<file path="config.mk">
export PLATFORM = sky130hd
export DESIGN_NAME = branch_resolve_unit
export DESIGN_NICKNAME = d
export VERILOG_FILES = /design/src/rtl/branch_resolve_unit.sv
export SDC_FILE = /design/constraint.sdc
export NUM_CORES = 1
export LEC_CHECK = 0
export ABC_AREA = 1
export CAP_MARGIN = 40
export CELL_PAD_IN_SITES_DETAIL_PLACEMENT = 2
export CELL_PAD_IN_SITES_GLOBAL_PLACEMENT = 2
export CORE_ASPECT_RATIO = 1.1
export CORE_MARGIN = 5
export CORE_UTILIZATION = 37
export CTS_CLUSTER_DIAMETER = 100
export DETAILED_ROUTE_END_ITERATION = 6
export GPL_TIMING_DRIVEN = 0
export PLACE_DENSITY_LB_ADDON = 0.1
export SYNTH_ARGS = -nofsm -noshare
export SYNTH_HDL_FRONTEND = slang
export SYNTH_SLANG_ARGS = --single-unit
</file>
<file path="constraint.sdc">
create_clock -name clk -period 5.4 [get_ports clk]
set_input_delay 0.81 -clock clk [delete_from_list [all_inputs] [get_ports clk]]
set_output_delay 0.81 -clock clk [all_outputs]
set_load 0.05 [all_outputs]
</file>
<file path="src/rtl/branch_resolve_unit.sv">
// Execute-side branch resolution: in-order queue of fetch predictions, checked against
// resolved outcomes to drive fetch redirects, predictor training and performance counters.
module branch_resolve_unit #(
    parameter int DEPTH = 8,
    parameter int CNT_W = 32
) (
    input  logic             clk,
    input  logic             rst,
    input  logic             alloc_valid_i,
    output logic             alloc_ready_o,
    input  logic [31:0]      alloc_pc_i,
    input  logic             alloc_pred_taken_i,
    input  logic [31:0]      alloc_pred_target_i,
    input  logic             resolve_valid_i,
    input  logic [31:0]      resolve_pc_i,
    input  logic             resolve_taken_i,
    input  logic [31:0]      resolve_target_i,
    output logic             redirect_valid_o,
    output logic [31:0]      redirect_pc_o,
    output logic             upd_valid_o,
    output logic [31:0]      upd_pc_o,
    output logic             upd_taken_o,
    output logic [CNT_W-1:0] branch_cnt_o,
    output logic [CNT_W-1:0] mispredict_cnt_o,
    output logic             order_err_o
);

    localparam int PTR_W = $clog2(DEPTH);
    localparam logic [PTR_W:0] DEPTH_C = (PTR_W+1)'(DEPTH);

    logic [31:0]      pc_mem    [DEPTH];
    logic             taken_mem [DEPTH];
    logic [31:0]      tgt_mem   [DEPTH];

    logic [PTR_W-1:0] head_q, tail_q;
    logic [PTR_W:0]   count_q;

    logic             redir_vld_p1;
    logic [31:0]      redir_pc_p1;
    logic             upd_vld_p1;
    logic [31:0]      upd_pc_p1;
    logic             upd_taken_p1;
    logic [CNT_W-1:0] branch_cnt_q, mispredict_cnt_q;
    logic             order_err_q;

    logic             has_head, push, pop, mispredict, flush, pc_mismatch;
    logic [31:0]      fix_pc;
    logic [PTR_W-1:0] head_nxt;

    function automatic logic [CNT_W-1:0] sat_inc(input logic [CNT_W-1:0] v);
        return (&v) ? v : v + CNT_W'(1);
    endfunction

    // Ready uses the pre-pop count, so a full queue refuses a push even while popping.
    assign alloc_ready_o = (count_q < DEPTH_C) && !redir_vld_p1;

    always_comb begin
        has_head    = (count_q != '0);
        push        = alloc_valid_i && alloc_ready_o;
        pop         = resolve_valid_i && has_head;
        pc_mismatch = pc_mem[head_q] != resolve_pc_i;
        mispredict  = (taken_mem[head_q] != resolve_taken_i) ||
                      (resolve_taken_i && (tgt_mem[head_q] != resolve_target_i));
        flush       = pop && mispredict;
        fix_pc      = resolve_taken_i ? resolve_target_i : resolve_pc_i + 32'd4;
        head_nxt    = head_q + PTR_W'(1);
    end

    always_ff @(posedge clk) begin
        if (push) begin
            pc_mem[tail_q]    <= alloc_pc_i;
            taken_mem[tail_q] <= alloc_pred_taken_i;
            tgt_mem[tail_q]   <= alloc_pred_target_i;
        end
    end

    // Stage p0 -> p1: pop/flush the queue and register redirect, training and counters.
    always_ff @(posedge clk) begin
        if (rst) begin
            head_q           <= '0;
            tail_q           <= '0;
            count_q          <= '0;
            redir_vld_p1     <= 1'b0;
            redir_pc_p1      <= '0;
            upd_vld_p1       <= 1'b0;
            upd_pc_p1        <= '0;
            upd_taken_p1     <= 1'b0;
            branch_cnt_q     <= '0;
            mispredict_cnt_q <= '0;
            order_err_q      <= 1'b0;
        end else begin
            if (pop)
                head_q <= head_nxt;

            if (flush)
                tail_q <= head_nxt;
            else if (push)
                tail_q <= tail_q + PTR_W'(1);

            if (flush)
                count_q <= '0;
            else if (push && !pop)
                count_q <= count_q + (PTR_W+1)'(1);
            else if (pop && !push)
                count_q <= count_q - (PTR_W+1)'(1);

            upd_vld_p1   <= pop;
            redir_vld_p1 <= flush;
            if (pop) begin
                upd_pc_p1    <= resolve_pc_i;
                upd_taken_p1 <= resolve_taken_i;
                branch_cnt_q <= sat_inc(branch_cnt_q);
            end
            if (flush) begin
                redir_pc_p1      <= fix_pc;
                mispredict_cnt_q <= sat_inc(mispredict_cnt_q);
            end

            if (resolve_valid_i && (!has_head || pc_mismatch))
                order_err_q <= 1'b1;
        end
    end

    assign redirect_valid_o = redir_vld_p1;
    assign redirect_pc_o    = redir_pc_p1;
    assign upd_valid_o      = upd_vld_p1;
    assign upd_pc_o         = upd_pc_p1;
    assign upd_taken_o      = upd_taken_p1;
    assign branch_cnt_o     = branch_cnt_q;
    assign mispredict_cnt_o = mispredict_cnt_q;
    assign order_err_o      = order_err_q;

endmodule

</file>
==> flow_summary_export.csv <==
group,metric,value,unit
finish,nFillCells,8365,
placed_design,finalWeightedCongestion,0.902,
floorplan,pin_count,267,
yosys,synth_top_area_share,53.4,%
clocking,cts_buffer_depth,3,
clocking,tritoncts,"built",
clocking,cts_buffers,75,
sta,rsz0062_at_grt,"no",
sta,finalHoldViolCount,0,
yosys,ys_seq_area_share,63.3,%
clocking,clkTransAtPathRegs,0.06,ns
worst_setup_path,crit_required,5.87,ns
yosys,syn_inst,3019,
clocking,htree_levels,3,
placed_design,io_buffer_count,262,
yosys,ys_seq_elements,665,
global_route,grt_max_degree,21,
power,ir_worst_vdd,283,µV
power,p_int,10.9,mW
power,pwr-share-clk,27.1,%
worst_setup_path,rr_worst_depth,15,
worst_setup_path,worstReg2RegEnd,"order_err_o",
worst_setup_path,cp-endpoint,"order_err_o",
global_route,grt_remaining_overflow,0,
finish,drive_above_1_share,6.89,%
power,power_density,515,nW/µm²
detailed_routing,drc_errors,0,
clocking,cts.hold.buffers_added,0,
worst_setup_path,path_max_fanout,10,
worst_setup_path,worst_setup_path_start_kind,"flop",
detailed_routing,drtIter0Drc,2142,
sta,fin_crit,3.96,ns
min_path,min_path_type,"flop to flop",
detailed_routing,viasPerCell,5.52,
yosys,synth_ff_type,"edfxtp_1",
floorplan,fp-row-count,108,
yosys,synth_enable_flop_cells,520,
clocking,clkLatencyLatePin,0.64,ns
sta,clock_skew,0.0294,ns
placed_design,hpwl,92.3,mm
finish,syn2layout_area_growth,24.1,%
detailed_routing,ant_nets,0,
yosys,yosysUniqueCellTypes,42,
finish,final_area,36300,µm²
clocking,cts_resized,0,
global_route,grt_pass1_wl,184,mm
global_route,track_usage,29.2,%
worst_setup_path,r2r_slack,1.44,ns
worst_setup_path,crit_arrival,4.43,ns
floorplan,die_w,278,µm
sta,tns,0,ns
sta,slew_headroom,38.1,%
yosys,yosysWarnings,0,
finish,nNetsFinal,3534,
detailed_routing,vias,24860,
yosys,synth.top_cells.by_count,"nand2_1 (695), edfxtp_1 (520), nor2_1 (441)",
clocking,post-cts-setup-buffers,0,
global_route,antenna_found_initial,11,
sta,fin_crit_sh,73.3,%
floorplan,fp.coreArea,78600,µm²
yosys,synth_async_sr_flop_share,0,%
power,p_sw_share,41.7,%
clocking,cts.sinks,665,
placed_design,dpl_cell_area,33900,µm²
floorplan,dieArea,84800,µm²
sta,finalSetupViolCount,0,
yosys,synth_nets,3162,
power,seq_power_share,34.8,%
power,netSwitchingPower,7.81,mW
yosys,synth_area_per_cell,9.69,µm²
worst_setup_path,worst_setup_path_end_kind,"flop",
detailed_routing,wire_per_inst,28.3,µm
status,outcome,"finished, final reports clean",
sta,max_freq,252,MHz
sta,maxSlewViolCount,0,
floorplan,start_util,37.2,%
worst_setup_path,path_class,"flop to flop",
detailed_routing,wirelength,127,mm
power,combPwrFrac,38.1,%
clocking,cts-root-buf,"clkbuf_16",
global_route,grt_pass1_vias,27525,
yosys,syn_area,29200,µm²
yosys,synth_area_leaders,"edfxtp_1 (53%), dfxtp_1 (9.9%), nand2_1 (8.9%)",
flow_run,maxCapViolations,0,
floorplan,die_h,305,µm
yosys,synth_most_common_cell,"nand2_1",
detailed_routing,first_pass_iters,5,
power,cellLeakagePower,13.5,nW
yosys,yosysTopAreaCell,"edfxtp_1",
sta,worst_slew_pin_slew,0.918,ns
-- sequential cells by signal (all words and copies together), names as in the netlist, named ones only --
signal            count
pc_mem              256
tgt_mem             256
branch_cnt_o         32
mispredict_cnt_o     32
redirect_pc_o        32
upd_pc_o             32
taken_mem             8
count_q               4
head_q                3
tail_q                3
order_err_o           1
redirect_valid_o      1
upd_taken_o           1
upd_valid_o           1
-- metal layers --
layer / track usage (%) / part of all wire, % / up-vias
li1: - / - / 10971
met1: 36.7 / 41 / 12733
met2: 49.0 / 48 / 886
met3: 5.90 / 6.9 / 262
met4: 12.7 / 4.6 / 8
met5: 0 / 0.042 / -
-- cells in the final DEF (no fill, tap or decap), types with 13 or more instances in the layout --
master / count
buf_12: 23
nand2_1: 695
o211ai_1: 20
inv_1: 219
nor4_1: 17
clkdlybuf4s50_1: 262
buf_6: 13
o21ai_0: 255
xor2_1: 65
nor2_1: 433
clkbuf_1: 79
a21oi_1: 87
o22ai_1: 23
buf_2: 44
nand3_1: 176
clkinv_2: 14
buf_4: 18
o21ai_1: 56
clkbuf_16: 75
buf_1: 15
nand4_1: 51
dfxtp_1: 145
edfxtp_1: 520
nor3_1: 40
-- cell type report --
| cell class | instances | area, µm² | share of cell area (%) |
|---|---|---|---|
| Inverter | 223 | 842 | 2.32 |
| Antenna cell | 6 | 15.0 | 0.0414 |
| Timing Repair Buffer | 295 | 3260 | 8.99 |
| Tap cell | 1045 | 1310 | 3.60 |
| Sequential cell | 665 | 18500 | 51.0 |
| Multi-Input combinational cell | 1981 | 9170 | 25.3 |
| Clock inverter | 44 | 403 | 1.11 |
| Buffer | 150 | 772 | 2.13 |
| Clock buffer | 95 | 2000 | 5.52 |
-- how the worst min path moves through the flow --
stage | startpoint | endpoint | slack, ns | depth (start not counted)
after floorplan | head_q[0] | flop | 0.46 | 1
after global placement | redirect_pc_o[18] | redirect_pc_o[18] | 0.43 | 2
after detailed placement | redirect_pc_o[23] | redirect_pc_o[23] | 0.44 | 2
after CTS | redirect_pc_o[23] | redirect_pc_o[23] | 0.45 | 2
after global routing | redirect_pc_o[14] | redirect_pc_o[14] | 0.48 | 2
final | redirect_pc_o[23] | redirect_pc_o[23] | 0.45 | 2
-- stage by stage --
step                total power [mW]  hold slack, ns  worst slack, ns  util, %  std cells
global route                    19.5           0.476             1.24     46.1       4498
detailed placement              13.6           0.440             1.27     43.0       4357
finish                          18.7           0.449             1.44     46.1       4504
global placement                13.1           0.432            -3.71     42.2       4326
floorplan                       10.4           0.459            0.361        -       3019
CTS                             18.7           0.453             1.51     46.1       4496
-- logic make-up after synthesis --
kind of cell    after synthesis  synth area share [%]
simple gates               1446                  20.4
flops                       665                  63.3
compound gates              449                  8.02
buf+inv                     373                  5.52
xor+xnor                     77                  2.31
fa+ha+maj                     9                 0.411
-- worst max-delay path: stages (launching register included) --
cell,delay [ns]
dfxtp_1,0.31
buf_2,0.34
buf_2,0.46
buf_2,0.37
clkbuf_1,0.52
o21ai_0,0.19
o21ai_0,0.25
o21ai_0,0.36
xor2_1,0.32
nand2_1,0.08
nor2_1,0.15
nand2_1,0.08
nor2_1,0.11
nand2_1,0.12
nand2_1,0.09
a21oi_1,0.06
-- power groups by stage --
stage / Sequential [mW] / Clock (mW) / Combinational (mW)
after floorplan: 7.08 / 0 / 3.32
after global placement: 6.64 / 0 / 6.50
after detailed placement: 6.59 / 0 / 7.00
after CTS: 6.49 / 5.13 / 7.11
after global routing: 6.54 / 5.36 / 7.64
final: 6.50 / 5.07 / 7.13
Note: power is estimated with default switching activity, not from simulation.
